### config.mk
export PLATFORM = sky130hd
export DESIGN_NAME = iob_ethmac_mem_arbiter_flat
export DESIGN_NICKNAME = d
export VERILOG_FILES = /design/src/rtl/iob_ethmac_mem_arbiter_pkg.sv /design/src/rtl/iob_ethmac_mem_arbiter_if.sv /design/src/rtl/iob_ethmac_mem_arbiter_rr_pick2.sv /design/src/rtl/iob_ethmac_mem_arbiter.sv /design/src/flat_wrapper.sv
export SDC_FILE = /design/constraint.sdc
export NUM_CORES = 1
export LEC_CHECK = 0
export CAP_MARGIN = 10
export CORE_AREA = 4 4 119 121
export CTS_CLUSTER_DIAMETER = 40
export DETAILED_ROUTE_END_ITERATION = 6
export DIE_AREA = 0 0 123 125
export GPL_ROUTABILITY_DRIVEN = 1
export PLACE_DENSITY = 0.66
export SLEW_MARGIN = 10
export SYNTH_ARGS = -nofsm -noshare
export SYNTH_HDL_FRONTEND = slang
export SYNTH_SLANG_ARGS = --single-unit
### constraint.sdc
create_clock -name clk -period 2.36 [get_ports clk]
set_input_delay 0.472 -clock clk [delete_from_list [all_inputs] [get_ports clk]]
set_output_delay 0.472 -clock clk [all_outputs]
set_load 0.01 [all_outputs]
### src/rtl/iob_ethmac_mem_arbiter_pkg.sv
// Shared definitions for the iob_ethmac memory arbiter family.
// Holds the arbiter state encoding, requester indices and the fill value
// returned to a requester whose transaction is cut short by the watchdog.
package iob_ethmac_pkg;

    typedef enum logic {
        IDLE = 1'b0,
        BUSY = 1'b1
    } state_t;

    // Requester indices; with two requesters a single bit identifies the owner
    localparam logic REQ_DMA  = 1'b0;
    localparam logic REQ_HOST = 1'b1;

    // Every rdata bit is driven to this value on a watchdog completion
    localparam logic TIMEOUT_FILL = 1'b1;

    function automatic logic [1:0] req_onehot(input logic idx);
        return (idx == REQ_HOST) ? 2'b10 : 2'b01;
    endfunction

endpackage

### src/rtl/iob_ethmac_mem_arbiter_if.sv
// IOb bus bundle used by the arbiter ports.
// The master drives the request fields, the slave answers with rdata/ready.
interface iob_ethmac_mem_arbiter_if #(
    parameter int ADDR_W = 32,
    parameter int DATA_W = 32
);

    logic                  valid;
    logic [ADDR_W-1:0]     addr;
    logic [DATA_W-1:0]     wdata;
    logic [DATA_W/8-1:0]   wstrb;
    logic [DATA_W-1:0]     rdata;
    logic                  ready;

    modport master (
        output valid, addr, wdata, wstrb,
        input  rdata, ready
    );

    modport slave (
        input  valid, addr, wdata, wstrb,
        output rdata, ready
    );

endinterface

### src/rtl/iob_ethmac_mem_arbiter_rr_pick2.sv
// Two-way round-robin pick. Purely combinational so other arbiters can reuse it:
// a lone valid wins outright, a tie goes to whoever did not own the bus last.
module iob_ethmac_rr_pick2
    import iob_ethmac_pkg::*;
(
    input  logic valid0,
    input  logic valid1,
    input  logic last_owner,
    output logic winner,
    output logic any_valid
);

    // Resolve the winner index from the two requests and the previous owner
    always_comb begin
        any_valid = valid0 | valid1;
        winner    = REQ_DMA;
        if (valid0 && valid1) begin
            winner = ~last_owner;
        end else if (valid1) begin
            winner = REQ_HOST;
        end
    end

endmodule

### src/rtl/iob_ethmac_mem_arbiter.sv
// Two-requester IOb arbiter: ethmac DMA (r0) and host (r1) share one memory port.
// Round-robin, one outstanding transaction, registered downstream request.
// Optional watchdog enabled by defining IOB_ETHMAC_ARB_TIMEOUT_EN: a stuck memory
// completes the transaction with all-ones rdata and raises the sticky err_o.
module iob_ethmac_mem_arbiter
    import iob_ethmac_pkg::*;
#(
    parameter int ADDR_W    = 32,
    parameter int DATA_W    = 32,
    parameter int TIMEOUT_W = 16
) (
    input  logic                      clk,
    input  logic                      rst,
    iob_ethmac_mem_arbiter_if.slave   r0,
    iob_ethmac_mem_arbiter_if.slave   r1,
    iob_ethmac_mem_arbiter_if.master  m,
    output logic [1:0]                grant_o,
    output logic                      err_o
);

    if (TIMEOUT_W < 1) begin : g_timeout_w_check
        $error("TIMEOUT_W must be at least 1");
    end

    state_t              state_q;
    state_t              state_d;
    logic                owner_q;
    logic                last_owner_q;
    logic                m_valid_q;
    logic [ADDR_W-1:0]   m_addr_q;
    logic [DATA_W-1:0]   m_wdata_q;
    logic [DATA_W/8-1:0] m_wstrb_q;
    logic [1:0]          grant_q;

    logic                winner;
    logic                any_valid;
    logic                grant_take;
    logic                complete;
    logic                to_hit;
    logic [DATA_W-1:0]   resp_data;
    logic                r0_hit;
    logic                r1_hit;

    iob_ethmac_rr_pick2 u_pick (
        .valid0     (r0.valid),
        .valid1     (r1.valid),
        .last_owner (last_owner_q),
        .winner     (winner),
        .any_valid  (any_valid)
    );

`ifdef IOB_ETHMAC_ARB_TIMEOUT_EN
    logic [TIMEOUT_W-1:0] timer_q;
    logic                 err_q;

    // Watchdog fires when the busy timer saturates and memory still has not answered
    always_comb begin
        to_hit = (state_q == BUSY) && !m.ready && (timer_q == {TIMEOUT_W{1'b1}});
    end

    // Watchdog counter restarts on every grant and counts unanswered busy cycles
    always_ff @(posedge clk) begin
        if (rst) begin
            timer_q <= '0;
        end else if (grant_take) begin
            timer_q <= '0;
        end else if ((state_q == BUSY) && !m.ready && !to_hit) begin
            timer_q <= timer_q + 1'b1;
        end
    end

    // Error flag stays set until the next reset
    always_ff @(posedge clk) begin
        if (rst) begin
            err_q <= 1'b0;
        end else if (to_hit) begin
            err_q <= 1'b1;
        end
    end

    assign err_o = err_q;
`else
    assign to_hit = 1'b0;
    assign err_o  = 1'b0;
`endif

    // State register
    always_ff @(posedge clk) begin
        if (rst) begin
            state_q <= IDLE;
        end else begin
            state_q <= state_d;
        end
    end

    // Next-state logic: grant from IDLE, finish BUSY on m_ready (or watchdog)
    always_comb begin
        state_d    = state_q;
        grant_take = 1'b0;
        complete   = 1'b0;
        case (state_q)
            IDLE: begin
                if (any_valid) begin
                    state_d    = BUSY;
                    grant_take = 1'b1;
                end
            end
            BUSY: begin
                if (m.ready || to_hit) begin
                    state_d  = IDLE;
                    complete = 1'b1;
                end
            end
            default: begin
                state_d = IDLE;
            end
        endcase
    end

    // Latch the winner's request on grant and clear everything on completion
    always_ff @(posedge clk) begin
        if (rst) begin
            owner_q      <= REQ_DMA;
            last_owner_q <= REQ_HOST;
            m_valid_q    <= 1'b0;
            m_addr_q     <= '0;
            m_wdata_q    <= '0;
            m_wstrb_q    <= '0;
            grant_q      <= 2'b00;
        end else if (grant_take) begin
            owner_q   <= winner;
            m_valid_q <= 1'b1;
            grant_q   <= req_onehot(winner);
            if (winner == REQ_HOST) begin
                m_addr_q  <= r1.addr;
                m_wdata_q <= r1.wdata;
                m_wstrb_q <= r1.wstrb;
            end else begin
                m_addr_q  <= r0.addr;
                m_wdata_q <= r0.wdata;
                m_wstrb_q <= r0.wstrb;
            end
        end else if (complete) begin
            last_owner_q <= owner_q;
            m_valid_q    <= 1'b0;
            m_addr_q     <= '0;
            m_wdata_q    <= '0;
            m_wstrb_q    <= '0;
            grant_q      <= 2'b00;
        end
    end

    // Route the completion back to the owner only; rdata is zero unless ready
    always_comb begin
        resp_data = to_hit ? {DATA_W{TIMEOUT_FILL}} : m.rdata;
        r0_hit    = complete && (owner_q == REQ_DMA);
        r1_hit    = complete && (owner_q == REQ_HOST);
    end

    assign r0.ready = r0_hit;
    assign r0.rdata = r0_hit ? resp_data : '0;
    assign r1.ready = r1_hit;
    assign r1.rdata = r1_hit ? resp_data : '0;

    assign m.valid  = m_valid_q;
    assign m.addr   = m_addr_q;
    assign m.wdata  = m_wdata_q;
    assign m.wstrb  = m_wstrb_q;
    assign grant_o  = grant_q;

endmodule
### src/flat_wrapper.sv
// flat-port wrapper written by rule: the top's interface ports become plain ports
module iob_ethmac_mem_arbiter_flat import iob_ethmac_pkg::*;
#(
    parameter int ADDR_W    = 32,
    parameter int DATA_W    = 32,
    parameter int TIMEOUT_W = 16
)
  (clk, rst, grant_o, err_o, r0_valid, r0_addr, r0_wdata, r0_wstrb, r0_rdata, r0_ready, r1_valid, r1_addr, r1_wdata, r1_wstrb, r1_rdata, r1_ready, m_valid, m_addr, m_wdata, m_wstrb, m_rdata, m_ready);
  iob_ethmac_mem_arbiter_if #(.ADDR_W(ADDR_W), .DATA_W(DATA_W)) r0_i ();
  iob_ethmac_mem_arbiter_if #(.ADDR_W(ADDR_W), .DATA_W(DATA_W)) r1_i ();
  iob_ethmac_mem_arbiter_if #(.ADDR_W(ADDR_W), .DATA_W(DATA_W)) m_i ();
  input  logic clk;
  input  logic rst;
  output logic [1:0] grant_o;
  output logic err_o;
  input wire logic [$bits(r0_i.valid)-1:0] r0_valid;
  input wire logic [$bits(r0_i.addr)-1:0] r0_addr;
  input wire logic [$bits(r0_i.wdata)-1:0] r0_wdata;
  input wire logic [$bits(r0_i.wstrb)-1:0] r0_wstrb;
  output wire logic [$bits(r0_i.rdata)-1:0] r0_rdata;
  output wire logic [$bits(r0_i.ready)-1:0] r0_ready;
  input wire logic [$bits(r1_i.valid)-1:0] r1_valid;
  input wire logic [$bits(r1_i.addr)-1:0] r1_addr;
  input wire logic [$bits(r1_i.wdata)-1:0] r1_wdata;
  input wire logic [$bits(r1_i.wstrb)-1:0] r1_wstrb;
  output wire logic [$bits(r1_i.rdata)-1:0] r1_rdata;
  output wire logic [$bits(r1_i.ready)-1:0] r1_ready;
  output wire logic [$bits(m_i.valid)-1:0] m_valid;
  output wire logic [$bits(m_i.addr)-1:0] m_addr;
  output wire logic [$bits(m_i.wdata)-1:0] m_wdata;
  output wire logic [$bits(m_i.wstrb)-1:0] m_wstrb;
  input wire logic [$bits(m_i.rdata)-1:0] m_rdata;
  input wire logic [$bits(m_i.ready)-1:0] m_ready;
  assign r0_i.valid = r0_valid;
  assign r0_i.addr = r0_addr;
  assign r0_i.wdata = r0_wdata;
  assign r0_i.wstrb = r0_wstrb;
  assign r0_rdata = r0_i.rdata;
  assign r0_ready = r0_i.ready;
  assign r1_i.valid = r1_valid;
  assign r1_i.addr = r1_addr;
  assign r1_i.wdata = r1_wdata;
  assign r1_i.wstrb = r1_wstrb;
  assign r1_rdata = r1_i.rdata;
  assign r1_ready = r1_i.ready;
  assign m_valid = m_i.valid;
  assign m_addr = m_i.addr;
  assign m_wdata = m_i.wdata;
  assign m_wstrb = m_i.wstrb;
  assign m_i.rdata = m_rdata;
  assign m_i.ready = m_ready;
  iob_ethmac_mem_arbiter #(.ADDR_W(ADDR_W), .DATA_W(DATA_W), .TIMEOUT_W(TIMEOUT_W)) u_core (.clk(clk), .rst(rst), .r0(r0_i), .r1(r1_i), .m(m_i), .grant_o(grant_o), .err_o(err_o));
endmodule
==> results.md <==
* Status: finished, violations left
* Failing checks: negative setup slack
* Maximum vdd ir drop at 0.2669 mV
* WP buf/inv at 3
* Final setup fails at 3
* Slew @ Worst Pin at 0.5340 ns
* CTS tree: yes
* Routed Antenna Nets at 0
* Metal1 wirelength at 5.307 mm
* Psw at 928.3 µW
* Final Hold Viols at 0
* CTS H-tree depth at 3
* Max Root-Sink Buffers at 2
* Largest area contributor in the netlist: dfxtp_1
* Crit-path cells: clkdlybuf4s50_1 > and3_4 > buf_12 > and2_1 > clkdlybuf4s50_1
* Most frequent cell after synthesis: dfxtp_1
* Comb pwr share at 0.243
* # nets final at 814
* Row count at 42
* Grt total ovfl at 0
* Core Area at 0.01309 mm²
* PortBufs at 309
* Worst setup margin at -0.1307 ns
* Crit start category: input pin
* Num CTS Buffers at 9
* P&R area growth vs syn at 107.7%
* Post-route DRC at 0
* Routed wl met2 at 7.675 mm
* Final instance area at 0.007141 mm²
* Worst Skew at 0.004704 ns
* Post-layout minimum cycle time at 2.491 ns
* Top cell type's share of synthesized area at 0.4309
* Setup crit end kind: output port
* Iteration-0 DRC Markers at 112
* Sequential share of the synthesized area at 0.4309
* Cell count after synthesis at 345
* Die area at 0.01538 mm²
* Worst hold margin at 0.4616 ns
* Top cells by instance count after synthesis: dfxtp_1, a22oi_1, and2_1
* Crit-path leading delay family: buffers and inverters
* Worst Path Required at 1.89 ns
* Gpl congestion at 0.7734
* CP Max Fanout at 21
* Mapped Nets at 518
* DR WL/cell at 17.64 µm
* Width of the die at 123 µm
* Synthesized area at 0.003438 mm²
* Fin. max-slew vios at 0
* Achievable Freq at 0.4015 GHz
* Max Cap Viol at 0
* Leakage at 3.322 nW
* Vias at 3916
* Initial cell density of the core at 0.2628
* FFs w/ async S/R, synth at 0
* Drt pass-1 iters at 4
* Critical path class: in -> out
* Post-CTS setup buffers at 0
* Most frequent CP cell: clkdlybuf4s50_1
* Uppermost routed layer: met4
* Post-DP HPWL at 11.03 mm
* Fill count at 1161
* Chip height at 125 µm
* RSZ-0062 raised after global routing: yes
* Total Power at 3.849 mW
* Clock transition at path regs at 0.06 ns
* Syn avg cell area at 9.966 µm²
* Switching part of the total at 0.2412
* Min-Delay Path Class: reg -> reg
* Placed cell areas at 0.006720 mm²
* Dpl cells at 806
* FF+latch count, synth at 74
* Vias in the first global route at 3910
* Clock share of power at 0.394
* Area contributors post-synth: dfxtp_1, a22oi_1, o2bb2ai_1
* Non-filler instance count after layout at 822
* Largest net degree at the start of global routing at 44
* Initial antenna violation count at 0
* Clock Latency Late Sink at 0.33 ns
* Detailed Route WL at 14.50 mm
* Share of layout cells above drive strength 1 at 0.07585
* Met3 Wirelength at 1.357 mm
* EDFF count, synth at 0
* # diodes at 0
* Clock sink count at 74
* Power Internal at 2.920 mW
* Reg power frac at 0.363
* Root buf cell: clkbuf_16
* All-Layer GR Usage at 0.1723
* I/O pin cnt at 311
* WP data arrival at 2.02 ns
* First-pass GRT wire length at 20.98 mm
* Top FF cell, synth: dfxtp_1
* Fin crit share at 1.055
* Rel. slew slack at 0.6440
* Pwr Density at 539.0 mW/mm²
* Crit path largest cell delay at 0.53 ns
* Place WS at -0.2190 ns
* Distinct cells, synth at 28
* Vias/cell at 4.764
* Slowest cell on the critical path: clkdlybuf4s50_1
* Yosys warns at 0
## flip-flops by register name, summed over array words and instances, names as in the netlist
name,count
u_core.m.wstrb,4
u_core.owner_q,1
u_core.last_owner_q,1
u_core.m.addr,32
u_core.state_q,1
u_core.m.valid,1
u_core.grant_o,2
u_core.m.wdata,32
## final timing paths
path | startpoint | end | slack [ns] | depth (start not counted)
min reg2reg | u_core.m.addr[19] | u_core.m.addr[19] | 0.46 | 1
max | m_ready | r1_rdata[28] | -0.13 | 5
max reg2reg | u_core.state_q | u_core.m.addr[0] | 0.71 | 6
min | u_core.m.addr[19] | u_core.m.addr[19] | 0.46 | 1
## metrics by stage
step,TNS [ns],utilization
2_1_floorplan,0,-
3_3_place_gp,-8.832,0.5136
3_5_place_dp,-10.91,0.5136
4_1_cts,-6.551,0.5377
5_1_grt,-0.5942,0.5457
6_report,-0.3780,0.5457
## worst register-to-register path, cell delays in order, from the launching register on
cell and delay, ns:
dfxtp_1 0.35, buf_4 0.17, nor2b_1 0.27, nor2_1 0.14, nor2_4 0.14, buf_4 0.33, o2bb2ai_1 0.18
## logic make-up after synthesis
group                  after synthesis  share of synthesized area
AO/OA/AOI/OAI                      147                     0.3628
buffers and inverters               45                    0.06878
flip-flops                          74                     0.4309
other                                1                   0.001091
AND/OR/NAND/NOR                     78                     0.1365
## metal layers
layer  up-vias  global-route usage
li1       1889                   -
met1      1824              0.1810
met2       191              0.3252
met3        12             0.05194
met4         0             0.05016
met5         -                   0
## final cells by class
type,count,area (µm²),share of cell area
tap,176,220.2,0.03084
timing repair buffer,324,3329,0.4663
clock inverter,4,72.57,0.01016
sequential,74,1481,0.2075
clock buffer,12,266.5,0.03732
multi-input combinational,226,1748,0.2448
inverter,6,22.52,0.003154
## power groups by stage
stage | logic (mW) | clock network [mW] | registers [mW]
6_report | 0.937 | 1.51 | 1.40
5_1_grt | 1.00 | 1.61 | 1.41
4_1_cts | 0.947 | 1.56 | 1.40
3_5_place_dp | 0.951 | 0 | 1.42
3_3_place_gp | 0.943 | 0 | 1.42
2_1_floorplan | 0.293 | 0 | 1.46
## cell usage in the layout (no fill, tap or decap), types with 2 or more instances in the layout
cell | netlist | routed
clkbuf_8 | 0 | 3
o21ai_0 | 3 | 3
a22oi_1 | 67 | 67
clkbuf_16 | 0 | 9
o2bb2ai_2 | 10 | 10
buf_6 | 1 | 2
bufinv_16 | 0 | 2
o2bb2ai_1 | 57 | 57
clkdlybuf4s50_1 | 0 | 246
and2_1 | 64 | 64
dlymetal6s2s_1 | 0 | 35
dfxtp_1 | 74 | 74
buf_4 | 11 | 8
dlygate4sd2_1 | 0 | 27
nand2_1 | 3 | 3
buf_12 | 0 | 5
inv_1 | 5 | 5
nor2_1 | 6 | 5
a21oi_1 | 3 | 3
## timing repair
action | 4_1_cts | 5_1_grt
setup endpoints to repair | 66 | 57
gates resized for setup | 31 | 41
endpoints found under the hold margin | 0 | 0
hold buffers | 0 | 0
(Power assumes the default switching activity.)
